File: config.mk
export PLATFORM = sky130hd
export DESIGN_NAME = run_detector_flat
export DESIGN_NICKNAME = d
export VERILOG_FILES = /design/src/rtl/run_detector_pkg.sv /design/src/rtl/run_detector_if.sv /design/src/rtl/run_detector_chan.sv /design/src/rtl/run_detector.sv /design/src/flat_wrapper.sv
export SDC_FILE = /design/constraint.sdc
export NUM_CORES = 1
export LEC_CHECK = 0
export ABC_AREA = 1
export ABC_CLOCK_PERIOD_IN_PS = 1400
export CAP_MARGIN = 20
export CELL_PAD_IN_SITES_DETAIL_PLACEMENT = 2
export CELL_PAD_IN_SITES_GLOBAL_PLACEMENT = 2
export CORE_MARGIN = 2
export CORE_UTILIZATION = 27
export CTS_BUF_LIST = sky130_fd_sc_hd__clkbuf_4 sky130_fd_sc_hd__clkbuf_8
export DETAILED_ROUTE_END_ITERATION = 12
export PLACE_DENSITY_LB_ADDON = 0.1
export SKIP_LAST_GASP = 1
export SLEW_MARGIN = 20
export SYNTH_ARGS = -nofsm -noshare
export SYNTH_HDL_FRONTEND = slang
export SYNTH_SLANG_ARGS = --single-unit
File: constraint.sdc
create_clock -name clk -period 1.4 [get_ports clk]
set_input_delay 0.28 -clock clk [delete_from_list [all_inputs] [get_ports clk]]
set_output_delay 0.28 -clock clk [all_outputs]
set_load 0.02 [all_outputs]
File: src/rtl/run_detector_pkg.sv
// Shared constants, per-channel state payload and helpers for run_detector.
package run_detector_pkg;

    localparam int unsigned CNT_W = 4;
    localparam int unsigned HIT_W = 8;

    localparam logic [1:0] MODE_ONES  = 2'b01;
    localparam logic [1:0] MODE_ZEROS = 2'b10;
    localparam logic [1:0] MODE_BOTH  = 2'b11;

    // Registered state and flag of one detector channel.
    typedef struct packed {
        logic             z;
        logic             val;
        logic [CNT_W-1:0] cnt;
    } chan_out_t;

    // Ceiling log2, used for elaboration-time width checks.
    function automatic int unsigned clog2(input int unsigned v);
        int unsigned r = 0;
        for (int unsigned p = 1; p < v; p = p << 1) begin
            r++;
        end
        return r;
    endfunction

endpackage

File: src/rtl/run_detector_if.sv
// Sample/result bundle of run_detector. With RUN_DETECTOR_HITCNT_EN defined
// the bundle also carries the per-channel hit counters.
interface run_detector_if
    import run_detector_pkg::*;
#(
    parameter int unsigned CHANNELS = 1
);
    logic                      en;
    logic [CHANNELS-1:0]       w;
    logic [CHANNELS-1:0]       z;
    logic [CHANNELS-1:0]       run_val;
    logic [CHANNELS*CNT_W-1:0] run_cnt;
`ifdef RUN_DETECTOR_HITCNT_EN
    logic [CHANNELS*HIT_W-1:0] hit_cnt;

    modport master (output en, w, input z, run_val, run_cnt, hit_cnt);
    modport slave  (input en, w, output z, run_val, run_cnt, hit_cnt);
`else
    modport master (output en, w, input z, run_val, run_cnt);
    modport slave  (input en, w, output z, run_val, run_cnt);
`endif
endinterface

File: src/rtl/run_detector_chan.sv
// One run-detector channel: tracks the current run value and its length,
// raises z when the run reaches RUN_LEN for an enabled polarity.
// Optional macro RUN_DETECTOR_HITCNT_EN adds a saturating hit counter.
module run_detector_chan
    import run_detector_pkg::*;
#(
    parameter int unsigned RUN_LEN = 4,
    parameter logic [1:0]  MODE    = MODE_BOTH,
    parameter int unsigned OVERLAP = 1
) (
    input  logic             clk,
    input  logic             reset,
    input  logic             en,
    input  logic             w,
    output chan_out_t        q
`ifdef RUN_DETECTOR_HITCNT_EN
    ,
    output logic [HIT_W-1:0] hit_cnt
`endif
);

    localparam logic [CNT_W-1:0] RUN_MAX  = CNT_W'(RUN_LEN);
    localparam logic             ONES_EN  = (MODE & MODE_ONES) != 2'b00;
    localparam logic             ZEROS_EN = (MODE & MODE_ZEROS) != 2'b00;

    chan_out_t q_nxt;

    // Next run state; z is decoded from the next state so it leaves a register.
    always_comb begin
        q_nxt = q;
        if (en) begin
            if ((q.cnt == '0) || (w != q.val)) begin
                q_nxt.cnt = CNT_W'(1);
                q_nxt.val = w;
            end else if (q.cnt != RUN_MAX) begin
                q_nxt.cnt = q.cnt + CNT_W'(1);
            end else if (OVERLAP == 0) begin
                q_nxt.cnt = CNT_W'(1);
            end
        end
        q_nxt.z = (q_nxt.cnt == RUN_MAX) && (q_nxt.val ? ONES_EN : ZEROS_EN);
    end

    // Run state register; reset means "no sample seen yet".
    always_ff @(posedge clk or negedge reset) begin
        if (!reset) begin
            q <= '0;
        end else begin
            q <= q_nxt;
        end
    end

`ifdef RUN_DETECTOR_HITCNT_EN
    logic [HIT_W-1:0] hit_nxt;

    // Count new hits: rising z when runs overlap, every z pulse otherwise.
    always_comb begin
        hit_nxt = hit_cnt;
        if (en && q_nxt.z && ((OVERLAP == 0) || !q.z) && (hit_cnt != '1)) begin
            hit_nxt = hit_cnt + HIT_W'(1);
        end
    end

    // Hit counter register.
    always_ff @(posedge clk or negedge reset) begin
        if (!reset) begin
            hit_cnt <= '0;
        end else begin
            hit_cnt <= hit_nxt;
        end
    end
`endif

endmodule

File: src/rtl/run_detector.sv
// Multi-channel consecutive-value run detector. Each channel is independent;
// outputs are packed per channel onto the slave side of run_detector_if.
// Optional macro RUN_DETECTOR_HITCNT_EN adds per-channel hit counters.
module run_detector
    import run_detector_pkg::*;
#(
    parameter int unsigned CHANNELS = 1,
    parameter int unsigned RUN_LEN  = 4,
    parameter logic [1:0]  MODE     = MODE_BOTH,
    parameter int unsigned OVERLAP  = 1
) (
    input logic           clk,
    input logic           reset,
    run_detector_if.slave bus
);

    if (MODE == 2'b00) begin : g_bad_mode
        $error("run_detector: MODE 2'b00 is illegal");
    end
    if ((CHANNELS < 1) || (CHANNELS > 16)) begin : g_bad_channels
        $error("run_detector: CHANNELS must be 1..16");
    end
    if ((RUN_LEN < 2) || (RUN_LEN > 15) || (clog2(RUN_LEN + 1) > CNT_W)) begin : g_bad_run_len
        $error("run_detector: RUN_LEN must be 2..15");
    end
    if ($bits(bus.w) != CHANNELS) begin : g_bad_bus
        $error("run_detector: interface CHANNELS does not match");
    end

    chan_out_t q_all [CHANNELS];
`ifdef RUN_DETECTOR_HITCNT_EN
    logic [HIT_W-1:0] hit_all [CHANNELS];
`endif

    for (genvar i = 0; i < CHANNELS; i++) begin : g_chan
        run_detector_chan #(
            .RUN_LEN (RUN_LEN),
            .MODE    (MODE),
            .OVERLAP (OVERLAP)
        ) u_chan (
            .clk     (clk),
            .reset   (reset),
            .en      (bus.en),
            .w       (bus.w[i]),
            .q       (q_all[i])
`ifdef RUN_DETECTOR_HITCNT_EN
            ,
            .hit_cnt (hit_all[i])
`endif
        );
    end

    // Pack per-channel registered state onto the bus.
    always_comb begin
        bus.z       = '0;
        bus.run_val = '0;
        bus.run_cnt = '0;
`ifdef RUN_DETECTOR_HITCNT_EN
        bus.hit_cnt = '0;
`endif
        for (int unsigned i = 0; i < CHANNELS; i++) begin
            bus.z[i]                    = q_all[i].z;
            bus.run_val[i]              = q_all[i].val;
            bus.run_cnt[i*CNT_W +: CNT_W] = q_all[i].cnt;
`ifdef RUN_DETECTOR_HITCNT_EN
            bus.hit_cnt[i*HIT_W +: HIT_W] = hit_all[i];
`endif
        end
    end

endmodule

File: src/flat_wrapper.sv
// flat-port wrapper written by rule: the top's interface ports become plain ports
module run_detector_flat import run_detector_pkg::*;
#(
    parameter int unsigned CHANNELS = 1,
    parameter int unsigned RUN_LEN  = 4,
    parameter logic [1:0]  MODE     = MODE_BOTH,
    parameter int unsigned OVERLAP  = 1
)
  (clk, reset, bus_en, bus_w, bus_z, bus_run_val, bus_run_cnt);
  run_detector_if #(.CHANNELS(CHANNELS)) bus_i ();
  input logic clk;
  input logic reset;
  input wire logic [$bits(bus_i.en)-1:0] bus_en;
  input wire logic [$bits(bus_i.w)-1:0] bus_w;
  output wire logic [$bits(bus_i.z)-1:0] bus_z;
  output wire logic [$bits(bus_i.run_val)-1:0] bus_run_val;
  output wire logic [$bits(bus_i.run_cnt)-1:0] bus_run_cnt;
  assign bus_i.en = bus_en;
  assign bus_i.w = bus_w;
  assign bus_z = bus_i.z;
  assign bus_run_val = bus_i.run_val;
  assign bus_run_cnt = bus_i.run_cnt;
  run_detector #(.CHANNELS(CHANNELS), .RUN_LEN(RUN_LEN), .MODE(MODE), .OVERLAP(OVERLAP)) u_core (.clk(clk), .reset(reset), .bus(bus_i));
endmodule
==> results.sh <==
export IMPL_grt_setup_unrepaired="yes"
export IMPL_drc=0
export IMPL_fin_skew_ns=0.00197
export IMPL_end_kind="primary output"
export IMPL_reg_largest_list="u_core.g_chan.u_chan.q x6"
export IMPL_synth_top_area_cell="dfrtp_1"
export IMPL_cp_startpoint="u_core.g_chan[0].u_chan.q[1]"
export IMPL_syn_inst=53
export IMPL_setup_tns_ns=0
export IMPL_finalWorstSetupSlack_ns=0.0269
export IMPL_synth_warnings=0
export IMPL_comb_power_share=0.541
export IMPL_grt_pass1_vias=435
export IMPL_hpwl_um=917
export IMPL_max_freq_mhz=728
export IMPL_slew_violations=0
export IMPL_cts_root_buf="clkbuf_4"
export IMPL_fin_crit_ns=1.37
export IMPL_wl_per_cell_um=13.4
export IMPL_syn_num_nets=59
export IMPL_top_level_ports=10
export IMPL_critPathKind="flip-flop to primary output"
export IMPL_clk_pin_slew_ns=0.04
export IMPL_largest_reg_flops=6
export IMPL_ant_nets=0
export IMPL_syn_to_final_growth_pct=60.2
export IMPL_regMostFlops="u_core.g_chan.u_chan.q"
export IMPL_setup_viol=0
export IMPL_dp_cells=85
export IMPL_yosysUniqueCellTypes=16
export IMPL_grt_first_pass_wirelength_mm=1.97
export IMPL_drv_cap=0
export IMPL_clkPwrFrac=0.182
export IMPL_status="finished, final reports clean"
export IMPL_fin_crit_sh=0.981
export IMPL_place_congestion=0.671
export IMPL_fp_dieH_um=42.8
export IMPL_leakagePower_uw=0.000353
export IMPL_yosysSeqAreaShare=0.370
export IMPL_rows=13
export IMPL_fp_coreArea_um2=1350
export IMPL_critPathRequiredTime_ns=1.12
export IMPL_hold_viol=0
export IMPL_drt_initial_drc_count=1
export IMPL_avgSynthCellArea_um2=7.65
export IMPL_postCtsHoldBufs=0
export IMPL_r2r_slack_ns=0.03
export IMPL_p_seq_frac=0.277
export IMPL_port_buffers=9
export IMPL_pre_cts_ws_ns=-0.188
export IMPL_clock_sinks=6
export IMPL_p_switching_uw=328
export IMPL_dieWidth_um=42.8
export IMPL_cts_buffers=3
export IMPL_critPathLaunchType="flip-flop"
export IMPL_track_usage=0.154
export IMPL_htreeDepth=1
export IMPL_ys_ff_latch=6
export IMPL_gr_total_overflow=0
export IMPL_first_pass_iters=3
export IMPL_ys_top_cells_by_area="dfrtp_1 (37%), nand2_2 (12%), nand2_1 (11%)"
export IMPL_via_per_inst=4.34
export IMPL_switching_share=0.386
export IMPL_die_area_um2=1830
export IMPL_pwr_density_cell_nw_per_um2=1310
export IMPL_tritoncts="yes"
export IMPL_drive_gt1_frac=0.480
export IMPL_internal_power_uw=522
export IMPL_final_cells=90
export IMPL_hold_class="input pin to async pin"
export IMPL_syn_area_um2=405
export IMPL_grt_antenna_before_repair=0
export IMPL_cp_arrival_ns=1.09
export IMPL_clockBufferDepth=2
export IMPL_final_nets=83
export IMPL_vias=391
export IMPL_ir_worst_vdd_mv=0.587
export IMPL_n_antenna_cell=0
export IMPL_start_util=0.300
export IMPL_yosysTopAreaCellShare=0.370
export IMPL_slew_headroom=0.774
export IMPL_r2r_start="u_core.g_chan[0].u_chan.q[0]"
export IMPL_critPathMaxFanout=4
export IMPL_insertion_delay_ns=0.24
export IMPL_worst_pin_slew_ns=0.339
export IMPL_grt_max_degree=9
export IMPL_wl_mm=1.20
## power by group through the flow
stage	clock, uW	sequential (uW)	combinational, uW
floorplan	0	271	173
global placement	0	234	396
detailed placement	0	235	404
CTS	161	232	390
global route	169	239	508
finish	155	235	459
## stage by stage
stage	util	power (uW)	hold WS (ns)	cell area [um2]
6_report	0.481	849	0.270	649
5_1_grt	0.481	916	0.284	649
4_1_cts	0.438	783	0.272	592
3_5_place_dp	0.423	638	0.533	571
3_3_place_gp	0.423	630	0.532	571
2_1_floorplan	-	444	-0.0156	405
## final cells by class
class	instances	area, um2
well taps	15	18.8
clock buffers	3	22.5
fillers	162	701
inverters	11	41.3
repair buffers	20	178
multi-input cells	35	239
flip-flops and latches	6	150
## cells by family after synthesis
logic type | synth area share
AOI/OAI and AO/OA | 0.0247
xor gates and xnor gates | 0.0216
adders and majority gates | 0.0617
buffers and inverters | 0.130
DFF | 0.370
and+or+nand+nor | 0.392
## path summary, 6_finish.rpt
path,end,cells past startpoint
setup / recovery,bus_run_cnt[1],2
hold / removal,u_core.g_chan[0].u_chan.q[2],1
setup reg to reg,u_core.g_chan[0].u_chan.q[5],7
hold reg to reg,u_core.g_chan[0].u_chan.q[4],2
max in group asynchronous,u_core.g_chan[0].u_chan.q[4],1
min in group clk,u_core.g_chan[0].u_chan.q[3],2
## metal layers
layer,GRT usage,share of wire
met3,0.0128,0.012
met2,0.267,0.56
met5,0,0
met4,0.113,0.023
met1,0.173,0.40
## worst max-delay path: stages (launching register included)
cell             delay [ns]
dfrtp_1                0.43
buf_4                  0.16
clkdlybuf4s15_1        0.27
## cell usage after synthesis, drive strengths merged
| cell | instances |
|---|---|
| buf | 1 |
| dfrtp | 6 |
| ha | 2 |
| inv | 11 |
| nand2 | 20 |
| nand3 | 5 |
| nor2 | 4 |
| o21ai | 2 |
| or2 | 1 |
| xor2 | 1 |
## placed cells by master, fill, tap and decap left out, types with 3 or more instances in the layout
| master | netlist | routed |
|---|---|---|
| nand2_1 | 12 | 11 |
| nand2_2 | 8 | 9 |
| buf_4 | 0 | 9 |
| inv_1 | 8 | 6 |
| dfrtp_1 | 6 | 6 |
| inv_2 | 3 | 5 |
| dlygate4sd2_1 | 0 | 4 |
| nand3_1 | 4 | 3 |
| clkbuf_4 | 0 | 3 |
## what timing repair did
action | CTS | global route
setup buffers | 0 | 2
pin swaps | 0 | 5
setup endpoints to repair | 7 | 3
resized for setup | 8 | 12
Power figures use the tool's default switching activity.
